$ cat src/rtl/mdu_pkg.sv
// Shared encodings and states for the multi-cycle multiply/divide unit.
package mdu_pkg;

  localparam int MDU_WIDTH = 32;

  localparam logic [1:0] MDU_MULTU = 2'b00;
  localparam logic [1:0] MDU_MULT  = 2'b01;
  localparam logic [1:0] MDU_DIVU  = 2'b10;
  localparam logic [1:0] MDU_DIV   = 2'b11;

  typedef enum logic [1:0] {
    ST_IDLE,
    ST_RUN,
    ST_FIX,
    ST_DONE
  } mdu_state_t;

endpackage

$ cat src/rtl/mul_div_unit.sv
// MULT/MULTU/DIV/DIVU with HI/LO; WIDTH+2 cycles start-to-done (divide by zero: 1 cycle).
// No backpressure: the issuer stalls on busy, and start is ignored while busy.
module mul_div_unit
  import mdu_pkg::*;
#(
  parameter int WIDTH = MDU_WIDTH
) (
  input  logic             clk,
  input  logic             rst_n,
  input  logic             start,
  input  logic [1:0]       op,
  input  logic [WIDTH-1:0] dataA,
  input  logic [WIDTH-1:0] dataB,
  output logic             busy,
  output logic             done,
  output logic             div_zero,
  output logic [WIDTH-1:0] hi,
  output logic [WIDTH-1:0] lo
);

  localparam int CW = $clog2(WIDTH);

  mdu_state_t       state, state_nx;
  logic             load, load_dz;
  logic [1:0]       op_r;
  logic [CW-1:0]    cnt;
  logic [WIDTH-1:0] acc_hi, acc_lo, opb;
  logic [WIDTH-1:0] hi_r, lo_r;
  logic             neg_q, neg_r, fix_ph, fix_c, dz_r;

  logic [WIDTH-1:0] a_mag, b_mag;
  logic             start_dz;

  // Signed ops run on magnitudes; signs are reapplied in FIX.
  assign a_mag    = (op[0] && dataA[WIDTH-1]) ? (~dataA + 1'b1) : dataA;
  assign b_mag    = (op[0] && dataB[WIDTH-1]) ? (~dataB + 1'b1) : dataB;
  assign start_dz = op[1] && (dataB == '0);

  always_ff @(posedge clk or negedge rst_n) begin
    if (!rst_n) state <= ST_IDLE;
    else        state <= state_nx;
  end

  always_comb begin
    state_nx = state;
    load     = 1'b0;
    load_dz  = 1'b0;
    case (state)
      ST_IDLE, ST_DONE: begin
        state_nx = ST_IDLE;
        if (start) begin
          if (start_dz) begin
            state_nx = ST_DONE;
            load_dz  = 1'b1;
          end else begin
            state_nx = ST_RUN;
            load     = 1'b1;
          end
        end
      end
      ST_RUN:  if (cnt == CW'(WIDTH - 1)) state_nx = ST_FIX;
      ST_FIX:  if (fix_ph) state_nx = ST_DONE;
      default: state_nx = ST_IDLE;
    endcase
  end

  // One WIDTH+1-bit adder serves shift-add, trial subtraction and the
  // two-cycle negation (low half first, its carry feeds the high half).
  logic [WIDTH:0] add_a, add_b, sum, shifted;
  logic           add_ci, ge, neg_hi;

  assign shifted = {acc_hi, acc_lo[WIDTH-1]};
  assign ge      = shifted[WIDTH] | ~sum[WIDTH];
  assign neg_hi  = op_r[1] ? neg_r : neg_q;
  assign sum     = add_a + add_b + (WIDTH+1)'(add_ci);

  always_comb begin
    add_a  = '0;
    add_b  = '0;
    add_ci = 1'b0;
    if (state == ST_RUN) begin
      if (op_r[1]) begin
        add_a  = shifted;
        add_b  = ~{1'b0, opb};
        add_ci = 1'b1;
      end else begin
        add_a = {1'b0, acc_hi};
        add_b = acc_lo[0] ? {1'b0, opb} : '0;
      end
    end else if (state == ST_FIX) begin
      add_a  = fix_ph ? {1'b0, ~acc_hi} : {1'b0, ~acc_lo};
      add_ci = fix_ph ? (op_r[1] | fix_c) : 1'b1;
    end
  end

  always_ff @(posedge clk or negedge rst_n) begin
    if (!rst_n) begin
      op_r   <= '0;
      cnt    <= '0;
      acc_hi <= '0;
      acc_lo <= '0;
      opb    <= '0;
      hi_r   <= '0;
      lo_r   <= '0;
      neg_q  <= 1'b0;
      neg_r  <= 1'b0;
      fix_ph <= 1'b0;
      fix_c  <= 1'b0;
      dz_r   <= 1'b0;
    end else if (load) begin
      op_r   <= op;
      cnt    <= '0;
      acc_hi <= '0;
      acc_lo <= a_mag;
      opb    <= b_mag;
      neg_q  <= op[0] & (dataA[WIDTH-1] ^ dataB[WIDTH-1]);
      neg_r  <= op[0] & dataA[WIDTH-1];
      fix_ph <= 1'b0;
      dz_r   <= 1'b0;
    end else if (load_dz) begin
      hi_r <= dataA;
      lo_r <= '1;
      dz_r <= 1'b1;
    end else if (state == ST_RUN) begin
      cnt <= cnt + 1'b1;
      if (op_r[1]) begin
        acc_hi <= ge ? sum[WIDTH-1:0] : shifted[WIDTH-1:0];
        acc_lo <= {acc_lo[WIDTH-2:0], ge};
      end else begin
        acc_hi <= sum[WIDTH:1];
        acc_lo <= {sum[0], acc_lo[WIDTH-1:1]};
      end
    end else if (state == ST_FIX) begin
      fix_ph <= ~fix_ph;
      if (!fix_ph) begin
        fix_c <= sum[WIDTH];
        if (neg_q && (op_r[0] || op_r[1])) acc_lo <= sum[WIDTH-1:0];
      end else begin
        hi_r <= neg_hi ? sum[WIDTH-1:0] : acc_hi;
        lo_r <= acc_lo;
      end
    end
  end

  assign busy     = (state == ST_RUN) || (state == ST_FIX);
  assign done     = (state == ST_DONE);
  assign div_zero = done & dz_r;
  assign hi       = hi_r;
  assign lo       = lo_r;

endmodule

$ cat config.mk
export PLATFORM = sky130hd
export DESIGN_NAME = mul_div_unit
export DESIGN_NICKNAME = d
export VERILOG_FILES = /design/src/rtl/mdu_pkg.sv /design/src/rtl/mul_div_unit.sv
export SDC_FILE = /design/constraint.sdc
export NUM_CORES = 1
export LEC_CHECK = 0
export CORE_UTILIZATION = 40
export CTS_CLUSTER_DIAMETER = 50
export DETAILED_ROUTE_END_ITERATION = 7
export PLACE_DENSITY = 0.64
export REMOVE_ABC_BUFFERS = 1
export SLEW_MARGIN = 20
export SYNTH_ARGS = -nofsm -noshare
export SYNTH_HDL_FRONTEND = slang
export SYNTH_SLANG_ARGS = --single-unit
$ cat constraint.sdc
create_clock -name clk -period 7.2 [get_ports clk]
set_input_delay 1.8 -clock clk [delete_from_list [all_inputs] [get_ports clk]]
set_output_delay 1.8 -clock clk [all_outputs]
set_load 0.02 [all_outputs]
==> results of run 1 <==
## metrics by stage
step / util (%) / setup TNS (ps) / instances / cell area (sq um)
global route: 47.6 / 0 / 2171 / 15500
floorplan: - / -2780 / 1535 / 12800
finish: 47.6 / 0 / 2171 / 15500
global placement: 45.8 / 0 / 2139 / 14900
CTS: 47.6 / 0 / 2171 / 15500
detailed placement: 45.8 / 0 / 2139 / 14900
## worst min-delay path by stage
stage / cells past startpoint / to / slack, ps
finish: 2 / lo[22]$_DFFE_PN0P_ / 460
global route: 2 / lo[31]$_DFFE_PN0P_ / 490
detailed placement: 2 / lo[12]$_DFFE_PN0P_ / 460
floorplan: 2 / dz_r$_DFFE_PN0P_ / 440
CTS: 2 / lo[22]$_DFFE_PN0P_ / 470
global placement: 2 / lo[20]$_DFFE_PN0P_ / 450
## logic make-up (layout without fill, tap and decap cells)
kind of cell | Yosys count | after routing | share of synthesized area (%)
AOI/OAI and AO/OA | 544 | 544 | 24.9
xor gates and xnor gates | 90 | 90 | 5.92
adders and majority gates | 41 | 41 | 3.97
buffers and inverters | 147 | 224 | 4.81
DFF | 174 | 174 | 32.7
muxes | 127 | 127 | 9.97
and+or+nand+nor | 529 | 529 | 17.7
## sequential cells by signal, summed over array words and instances (netlist names)
name and flops:
acc_hi 32, acc_lo 32, hi 32, lo 32, opb 32, cnt 5, op_r 2, state 2
dz_r 1, fix_c 1, fix_ph 1, neg_q 1, neg_r 1
## Yosys cell counts (4+ instances only)
library cell  instances
o21ai_0             225
or3_1                 6
nor3_1               16
clkbuf_1             73
buf_1                14
xnor2_1              47
buf_6                 7
nand4_1               7
a211oi_1             18
o211ai_1             23
and2_1                9
and3_1               12
mux2_2               44
nor3b_1               4
dfrtp_1             174
o21a_1                6
a22o_1               34
a21o_1               27
a21oi_1             107
a221o_1               6
xor2_1               43
buf_2                20
mux2i_1              83
nand2b_1             13
o21ai_1              12
nor2b_1               6
nand2_1             302
a31oi_1              12
nand3_1              26
ha_1                 39
nor2_1               95
inv_1                30
and4_1                6
o41ai_1               6
o221ai_1             11
o22ai_1               8
o31ai_1               9
a22oi_1              17
nor4_1                8
## worst reg2reg max path: stages (launching register included)
cell and delay (ps):
dfrtp_1 410, inv_1 100, ha_4 330, nor2_1 610, a22oi_1 230, fa_1 480, fa_1 420, nor2b_1 180
o31a_1 250, a41oi_1 320, o31a_1 410, a21oi_1 310, mux2_2 390, nor2_1 180, o21ai_0 100, a221o_1 350
## cell type report
class,count,area share (%)
multi-input cells,1331,53.7
clock inverters,14,0.871
inverters,30,0.725
repair buffers,162,10.2
well taps,442,3.56
clock buffers,18,2.83
flip-flops and latches,174,28.1
## per-layer routing
metal  global-route usage, %  vias up  wire length (um)
met5                       0        -                 0
met1                    38.1     5993             21000
met3                    3.48       48              2380
met2                    38.6      408             18500
met4                    6.50        0               735
li1                        -     6055                 -
## cell usage in the layout (no fill, tap or decap), types with 7 or more instances in the layout
cell	instances
nor3_1	16
mux2i_1	82
o22ai_1	8
nand3_1	25
nand2_1	302
and2_1	9
o31ai_1	9
a21oi_1	107
dfrtp_1	172
clkbuf_16	17
inv_1	30
xor2_1	43
nand2b_1	13
buf_4	25
mux2_2	44
o21ai_1	12
a22oi_1	17
o21ai_0	225
o211ai_1	23
a21o_1	26
o221ai_1	11
xnor2_1	47
a31oi_1	12
ha_1	38
nand4_1	7
a211oi_1	18
clkdlybuf4s50_1	134
a22o_1	34
and3_1	12
nor4_1	8
nor2_1	94
## power by group through the flow
stage | sequential, mW | combinational, mW | clock [mW]
floorplan | 1.94 | 2.57 | 0
global placement | 1.85 | 4.05 | 0
detailed placement | 1.86 | 4.10 | 0
CTS | 1.84 | 4.11 | 0.961
global route | 1.91 | 4.54 | 0.993
finish | 1.85 | 4.15 | 0.946
==> impl_metrics.env, run 1 <==
export IMPL_grt_max_degree=85
export IMPL_peakVddDrop_mv=0.214
export IMPL_p_leak_nw=6.78
export IMPL_antenna_found_initial=0
export IMPL_num_antenna_cells=0
export IMPL_clk_latency_ps=460
export IMPL_final_nets=1826
export IMPL_clkTransAtPathRegs_ps=70
export IMPL_swShare_pct=49.2
export IMPL_multi_input_area_sq_um=8340
export IMPL_drv_max_cap_violation_count=0
export IMPL_ys_types=67
export IMPL_critical_path_endpoint="hi[30]$_DFFE_PN0P_"
export IMPL_p_sw_mw=3.42
export IMPL_dieHeight_um=184
export IMPL_synth_seq_area_share_pct=32.7
export IMPL_worst_slack_ps=1660
export IMPL_grt_ovfl_total=0
export IMPL_status="completed"
export IMPL_n_fill_cell=3178
export IMPL_seq_area_sq_um=4360
export IMPL_tightest_slew_ps=1060
export IMPL_path_depth=13
export IMPL_synth_edf_count=0
export IMPL_viasPerCell=5.76
export IMPL_cts_tree="done"
export IMPL_cts_resized=0
export IMPL_async_flop_share_pct=100
export IMPL_ctsHoldBuffers=0
export IMPL_drc=0
export IMPL_drtAntennaViolNets=0
export IMPL_wl_per_cell_um=19.6
export IMPL_ctsHtreeMaxLevel=4
export IMPL_die_x_um=184
export IMPL_ys_warn_count=0
export IMPL_path_delay_family="simple AND/OR/NAND/NOR gates"
export IMPL_reg2reg_slack_ps=2000
export IMPL_grt_first_pass_wirelength_um=67700
export IMPL_min_path_type="flip-flop to flip-flop"
export IMPL_hold_viol=0
export IMPL_fin_hold_ws_ps=464
export IMPL_yosys_area_top_type_share_pct=32.7
export IMPL_path_class="input port to flip-flop"
export IMPL_relSlewSlack_pct=29.1
export IMPL_r2r_end="acc_lo[30]$_DFFE_PN0P_"
export IMPL_io_pins=136
export IMPL_yosys_area_top_type="dfrtp_1"
export IMPL_critPathSlowestCell="or2_2"
export IMPL_start_util_pct=40.8
export IMPL_critPathLaunchType="input port"
export IMPL_io_buffers=135
export IMPL_p_int_mw=3.52
export IMPL_report_final_slew_viol_count=0
export IMPL_wl_um=42600
export IMPL_pwr_share_comb_pct=59.8
export IMPL_grt_total_usage_pct=25.6
export IMPL_die_area_sq_um=34000
export IMPL_finalSetupViolations=0
export IMPL_postCtsSetupBuffers=0
export IMPL_ys_ff_latch=174
export IMPL_cts_sinks=174
export IMPL_fin_crit_ps=5540
export IMPL_drt_iter0_markers=976
export IMPL_final_setup_skew_ps=14.3
export IMPL_pwr_share_clk_pct=13.6
export IMPL_cp_startpoint="dataB[1]"
export IMPL_cpPeakStageDelay_ps=580
export IMPL_powerDensity_nw_per_um2=447
export IMPL_power_frac_seq_pct=26.6
export IMPL_path_buf_inv=4
export IMPL_pre_cts_ws_ps=1250
export IMPL_crit_chain="clkdlybuf4s50_1 -> inv_1 -> ha_1 -> or4b_4 -> nor4_4 -> and3_4 -> nand4b_4 -> or2_2 -> buf_4 -> a21o_2 -> buf_4 -> nor2_1 -> a31oi_1"
export IMPL_syn_area_sq_um=13300
export IMPL_required_ps=7520
export IMPL_hp_start="lo[22]$_DFFE_PN0P_"
export IMPL_clock_path_buffers=2
export IMPL_rsz0062_at_grt="false"
export IMPL_rows=66
export IMPL_gp_congestion=0.933
export IMPL_fin_crit_sh_pct=77.0
export IMPL_area_delta_synth_final_pct=16.7
export IMPL_critPathMaxFanout=76
export IMPL_numCtsBuffers=17
export IMPL_grt_pass1_vias=11800
export IMPL_syn_inst=1652
export IMPL_firstDrtPassIters=5
export IMPL_worstRegToRegCells=15
export IMPL_crit_reg2reg_launch="state[1]$_DFFE_PN0P_"
export IMPL_cts_root_buf="clkbuf_16"
export IMPL_synth_ff_type="dfrtp_1"
export IMPL_crit_top_cell="buf_4"
export IMPL_num_vias=12500
export IMPL_power_mw=6.94
export IMPL_synthTopCellsByArea="dfrtp_1 (33%), nand2_1 (8.5%), o21ai_0 (8.5%)"
export IMPL_arrival_ps=5860
export IMPL_crit_path_end_kind="flip-flop"
export IMPL_fmax_mhz=180
export IMPL_core_sq_um=32600
export IMPL_drive_gt1_share_pct=7.17
export IMPL_hpwl_um=30600
export IMPL_avgSynthCellArea_sq_um=8.05
Power figures use the tool's default switching activity.
==> inputs of run 2 (changes only) <==
Settings changed: PLACE_DENSITY 0.64 to 0.66.
Clock period 7.2 ns to 4.71 ns, I/O delays scaled along.
==> run 2 against run 1 <==
  * Wire length grew 1.6%
  * Critical path depth grew 2
  * Global-route usage is 0.23 points higher
  * Largest cell class unchanged
  * Critical path type is now flip-flop to flip-flop
  * Sequential share of layout area fell by 0.70 points
  * Via count rose by 1.8%
  * Worst hold slack improved by 1.7 ps
  * Register-to-register slack got worse by 1700 ps
  * Cell area is 2.6% higher
  * Setup slack got worse by 1400 ps
  * Non-clock buffer count up 36
  * Critical endpoint is now acc_hi[11]$_DFFE_PN0P_
  * Sequential cell count is the same
  * Count of clock-buffer cells in the layout decreased by 1
==> impl_metrics.env, run 2 (synthesized netlist as in run 1, its figures left out) <==
export IMPL_start_util_pct=40.8
export IMPL_final_setup_skew_ps=13.6
export IMPL_numCtsBuffers=17
export IMPL_hold_viol=0
export IMPL_fin_crit_sh_pct=94.5
export IMPL_wl_per_cell_um=19.6
export IMPL_wl_um=43300
export IMPL_viasPerCell=5.77
export IMPL_status="completed"
export IMPL_drc=0
export IMPL_cts_resized=0
export IMPL_io_pins=136
export IMPL_postCtsSetupBuffers=0
export IMPL_relSlewSlack_pct=28.1
export IMPL_num_vias=12700
export IMPL_core_sq_um=32600
export IMPL_fin_hold_ws_ps=466
export IMPL_peakVddDrop_mv=0.417
export IMPL_cts_root_buf="clkbuf_16"
export IMPL_num_antenna_cells=0
export IMPL_report_final_slew_viol_count=0
export IMPL_min_path_cells=2
export IMPL_cts_sinks=174
export IMPL_p_leak_nw=7.02
export IMPL_grt_pass1_vias=11900
export IMPL_hpwl_um=31900
export IMPL_arrival_ps=4840
export IMPL_die_x_um=184
export IMPL_area_delta_synth_final_pct=19.7
export IMPL_path_class="flip-flop to flip-flop"
export IMPL_dieHeight_um=184
export IMPL_critPathMaxFanout=15
export IMPL_clk_latency_ps=450
export IMPL_crit_path_end_kind="flip-flop"
export IMPL_fin_crit_ps=4450
export IMPL_rsz0062_at_grt="false"
export IMPL_finalSetupViolations=0
export IMPL_antenna_found_initial=1
export IMPL_firstDrtPassIters=6
export IMPL_rows=66
export IMPL_worstRegToRegCells=15
export IMPL_io_buffers=135
export IMPL_fmax_mhz=225
export IMPL_final_nets=1862
export IMPL_tns_ps=0
export IMPL_final_cells=2207
export IMPL_powerDensity_nw_per_um2=693
export IMPL_dpl_cell_count=2175
export IMPL_drtAntennaViolNets=0
export IMPL_grt_max_degree=84
export IMPL_drive_gt1_share_pct=9.07
export IMPL_final_cell_mix="nand2_1 (302), o21ai_0 (225), dfrtp_1 (172), clkdlybuf4s50_1 (134), a21oi_1 (107)"
export IMPL_required_ps=5100
export IMPL_crit_reg2reg_launch="fix_ph$_DFFE_PN0P_"
export IMPL_drt_iter0_markers=1128
export IMPL_grt_total_usage_pct=25.8
export IMPL_drv_max_cap_violation_count=0
export IMPL_ctsHoldBuffers=0
export IMPL_cp_startpoint="fix_ph$_DFFE_PN0P_"
export IMPL_grt_ovfl_total=0
export IMPL_hp_start="lo[1]$_DFFE_PN0P_"
export IMPL_ctsHtreeMaxLevel=4
export IMPL_critPathLaunchType="flip-flop"
export IMPL_gp_congestion=0.948
export IMPL_tightest_slew_ps=1080
export IMPL_clkTransAtPathRegs_ps=80
export IMPL_min_path_type="flip-flop to flip-flop"
export IMPL_cts_tree="done"
export IMPL_die_area_sq_um=34000
export IMPL_final_common_cell="nand2_1"
export IMPL_grt_first_pass_wirelength_um=67900
export IMPL_clock_path_buffers=2
run 2: cell count changes in the layout (fill, tap and decap cells not counted), sizes merged:
cell / previous run / this run
buf: 28 / 64
inv: 34 / 39
clkinv: 8 / 5
clkinvlp: 1 / 0
clkbuf: 18 / 17
run 2: cell type report:
type / instances / area [sq um]
clock buffer: 17 / 425
multi-input combinational: 1331 / 8350
clock inverter: 15 / 171
tap: 442 / 553
inverter: 30 / 113
fill: 3141 / 16700
timing repair buffer: 198 / 1950
sequential: 174 / 4360
run 2: power breakdown:
group | internal (mW) | switching, mW | total, mW
Combinational | 2.73 | 4.03 | 6.76
Sequential | 2.13 | 0.657 | 2.78
Clock | 0.762 | 0.727 | 1.49
run 2: final timing paths:
| kind | slack (ps) | end |
|---|---|---|
| worst max-delay path | 260 | acc_hi[11]$_DFFE_PN0P_ |
| worst min-delay path | 470 | lo[1]$_DFFE_PN0P_ |
| worst max register to register | 260 | acc_hi[11]$_DFFE_PN0P_ |
| worst min register to register | 470 | lo[1]$_DFFE_PN0P_ |
| max in group asynchronous | 3010 | hi[2]$_DFFE_PN0P_ |
| min in group asynchronous | 780 | lo[24]$_DFFE_PN0P_ |
run 2: metal layers:
metal	global-route usage [%]	share of wire, %
met1	38.4	47
met2	39.0	44
met3	4.01	7.6
met4	5.93	1.4
met5	0	0.021
run 2: critical path, cell delays in order, from the launching register on:
cell and delay, ps:
dfrtp_2 630, buf_4 320, buf_4 260, mux2i_1 100, a22o_1 310, ha_1 400
a21o_1 210, a21o_1 160, a21oi_1 290, nand2_1 190, a221o_1 410, nor3_4 310
buf_12 210, mux2_2 340, a21oi_1 140, a21o_1 100
run 2: through the flow:
| stage | setup WS [ps] | instance area, sq um | utilization [%] | total power, mW |
|---|---|---|---|---|
| after floorplan | -2760 | 12800 | - | 6.89 |
| after detailed placement | 70.8 | 15300 | 47.0 | 9.43 |
| final | 261 | 15900 | 48.8 | 11.0 |
| after CTS | 359 | 15900 | 48.8 | 10.9 |
| after global routing | 74.2 | 15900 | 48.8 | 11.8 |
| after global placement | 148 | 15300 | 47.0 | 9.34 |
==> inputs of run 3 (changes only) <==
--- a/config.mk
+++ b/config.mk
@@ -7,6 +7,8 @@
 export LEC_CHECK = 0
 export CORE_UTILIZATION = 40
+export CTS_BUF_LIST = sky130_fd_sc_hd__clkbuf_8
 export CTS_CLUSTER_DIAMETER = 50
 export DETAILED_ROUTE_END_ITERATION = 7
+export HOLD_SLACK_MARGIN = 0.02
 export PLACE_DENSITY = 0.66
 export REMOVE_ABC_BUFFERS = 1
==> constraint.sdc (replaced) <==
create_clock -name clk -period 4.71 [get_ports clk]
set_input_delay 1.1775 -clock clk [delete_from_list [all_inputs] [get_ports clk]]
set_output_delay 1.1775 -clock clk [all_outputs]
set_load 0.1 [all_outputs]
==> run 3 against run 2 <==
  * Wire length fell by 0.12%
  * Register-to-register slack improved by 40 ps
  * Fmax rose by 0.80%
  * Die area did not move
  * Critical path type unchanged
  * Critical endpoint unchanged
  * Largest power group unchanged
==> impl_metrics.env, run 3 (synthesized netlist as in run 1, its figures left out) <==
export IMPL_required_ps=5160
export IMPL_drc=0
export IMPL_final_common_cell="nand2_1"
export IMPL_min_path_type="flip-flop to flip-flop"
export IMPL_crit_path_end_kind="flip-flop"
export IMPL_final_cell_area_sq_um=15700
export IMPL_hold_viol=0
export IMPL_critPathMaxFanout=15
export IMPL_ctsHoldBuffers=0
export IMPL_drive_gt1_share_pct=9.07
export IMPL_pre_cts_ws_ps=70.8
export IMPL_fin_crit_ps=4410
export IMPL_multi_input_area_sq_um=8350
export IMPL_dieHeight_um=184
export IMPL_ctsHtreeMaxLevel=4
export IMPL_path_buf_inv=3
export IMPL_drt_iter0_markers=1063
export IMPL_io_buffers=135
export IMPL_firstDrtPassIters=5
export IMPL_num_vias=12700
export IMPL_grt_total_usage_pct=25.8
export IMPL_hpwl_um=31900
export IMPL_die_x_um=184
export IMPL_critPathSlowestCell="dfrtp_2"
export IMPL_crit_chain="buf_4 -> buf_4 -> mux2i_1 -> a22o_1 -> ha_1 -> a21o_1 -> a21o_1 -> a21oi_1 -> nand2_1 -> a221o_1 -> nor3_4 -> buf_12 -> mux2_2 -> a21oi_1 -> a21o_1"
export IMPL_grt_ovfl_total=0
export IMPL_final_nets=1862
export IMPL_fin_crit_sh_pct=93.7
export IMPL_powerDensity_nw_per_um2=769
export IMPL_grt_max_degree=84
export IMPL_n_fill_cell=3169
export IMPL_power_mw=12.1
export IMPL_path_class="flip-flop to flip-flop"
export IMPL_cts_tree="done"
export IMPL_fmax_mhz=227
export IMPL_finalSetupViolations=0
export IMPL_p_leak_nw=6.93
export IMPL_cts_sinks=174
export IMPL_crit_top_cell="a21o_1"
export IMPL_cpPeakStageDelay_ps=630
export IMPL_report_final_slew_viol_count=0
export IMPL_tightest_slew_ps=1060
export IMPL_grt_first_pass_wirelength_um=67800
export IMPL_rsz0062_at_grt="false"
export IMPL_viasPerCell=5.78
export IMPL_final_setup_skew_ps=19.1
export IMPL_clkTransAtPathRegs_ps=120
export IMPL_worst_slack_ps=296
export IMPL_grt_pass1_vias=11900
export IMPL_status="completed"
export IMPL_wl_per_cell_um=19.6
export IMPL_antenna_found_initial=1
export IMPL_rows=66
export IMPL_drtAntennaViolNets=0
export IMPL_cts_resized=0
export IMPL_relSlewSlack_pct=29.2
export IMPL_critPathLaunchType="flip-flop"
export IMPL_postCtsSetupBuffers=0
export IMPL_die_area_sq_um=34000
export IMPL_wl_um=43300
export IMPL_clk_latency_ps=510
export IMPL_core_sq_um=32600
export IMPL_gp_congestion=0.948
export IMPL_num_antenna_cells=0
export IMPL_clock_path_buffers=2
export IMPL_path_delay_family="compound AO/OA/AOI/OAI gates"
export IMPL_fin_hold_ws_ps=474
export IMPL_drv_max_cap_violation_count=0
export IMPL_post_dp_cell_area_sq_um=15300
export IMPL_arrival_ps=4860
export IMPL_io_pins=136
export IMPL_seq_area_sq_um=4360
export IMPL_cts_root_buf="clkbuf_8"
export IMPL_start_util_pct=40.8
export IMPL_peakVddDrop_mv=0.418
export IMPL_tns_ps=0
export IMPL_final_cell_mix="nand2_1 (302), o21ai_0 (225), dfrtp_1 (172), clkdlybuf4s50_1 (134), a21oi_1 (107)"
export IMPL_numCtsBuffers=17
export IMPL_area_delta_synth_final_pct=18.2
[run 3: worst paths after layout]
check                      depth (start not counted)  slack [ps]                      to                from
hold / removal                                     2         470       lo[1]$_DFFE_PN0P_   lo[1]$_DFFE_PN0P_
max in group asynchronous                          2        3060       lo[0]$_DFFE_PN0P_               rst_n
min in group asynchronous                          1         690      lo[24]$_DFFE_PN0P_               rst_n
setup / recovery                                  15         300  acc_hi[11]$_DFFE_PN0P_  fix_ph$_DFFE_PN0P_
hold reg to reg                                    2         470       lo[1]$_DFFE_PN0P_   lo[1]$_DFFE_PN0P_
setup reg to reg                                  15         300  acc_hi[11]$_DFFE_PN0P_  fix_ph$_DFFE_PN0P_
[run 3: power by group]
group	switching [mW]	leakage, nW	internal (mW)
clock network	0.680	0.209	0.450
registers	0.654	2.24	2.12
logic	5.46	4.48	2.73
total	6.80	6.93	5.30
[run 3: metal layers]
metal	vias to the layer above	wire, um	track usage, %
li1	6124	-	-
met1	6035	20400	38.0
met2	526	18500	38.4
met3	60	3450	4.54
met4	2	922	7.23
met5	-	9	0
[run 3: worst reg2reg max path: cells and delay by family, from the launching register on]
kind                     cells  cell delay (ps)
AND/OR/NAND/NOR              2              490
flip-flops                   1              630
AO/OA/AOI/OAI                7             1580
multiplexers                 2              440
adder cells (fa/ha/maj)      1              400
buffers and inverters        3              810
[run 3: area by class of cell]
class	count	share of cell area, %
clock inverters	15	1.09
inverters	30	0.716
well taps	442	3.52
repair buffers	198	12.4
flip-flops and latches	174	27.7
multi-input cells	1331	53.1
clock buffers	17	1.49
[run 3: metrics by stage]
step,util [%],instances
floorplan,-,1535
global placement,47.0,2175
detailed placement,47.0,2175
CTS,48.2,2207
global route,48.2,2207
finish,48.2,2207
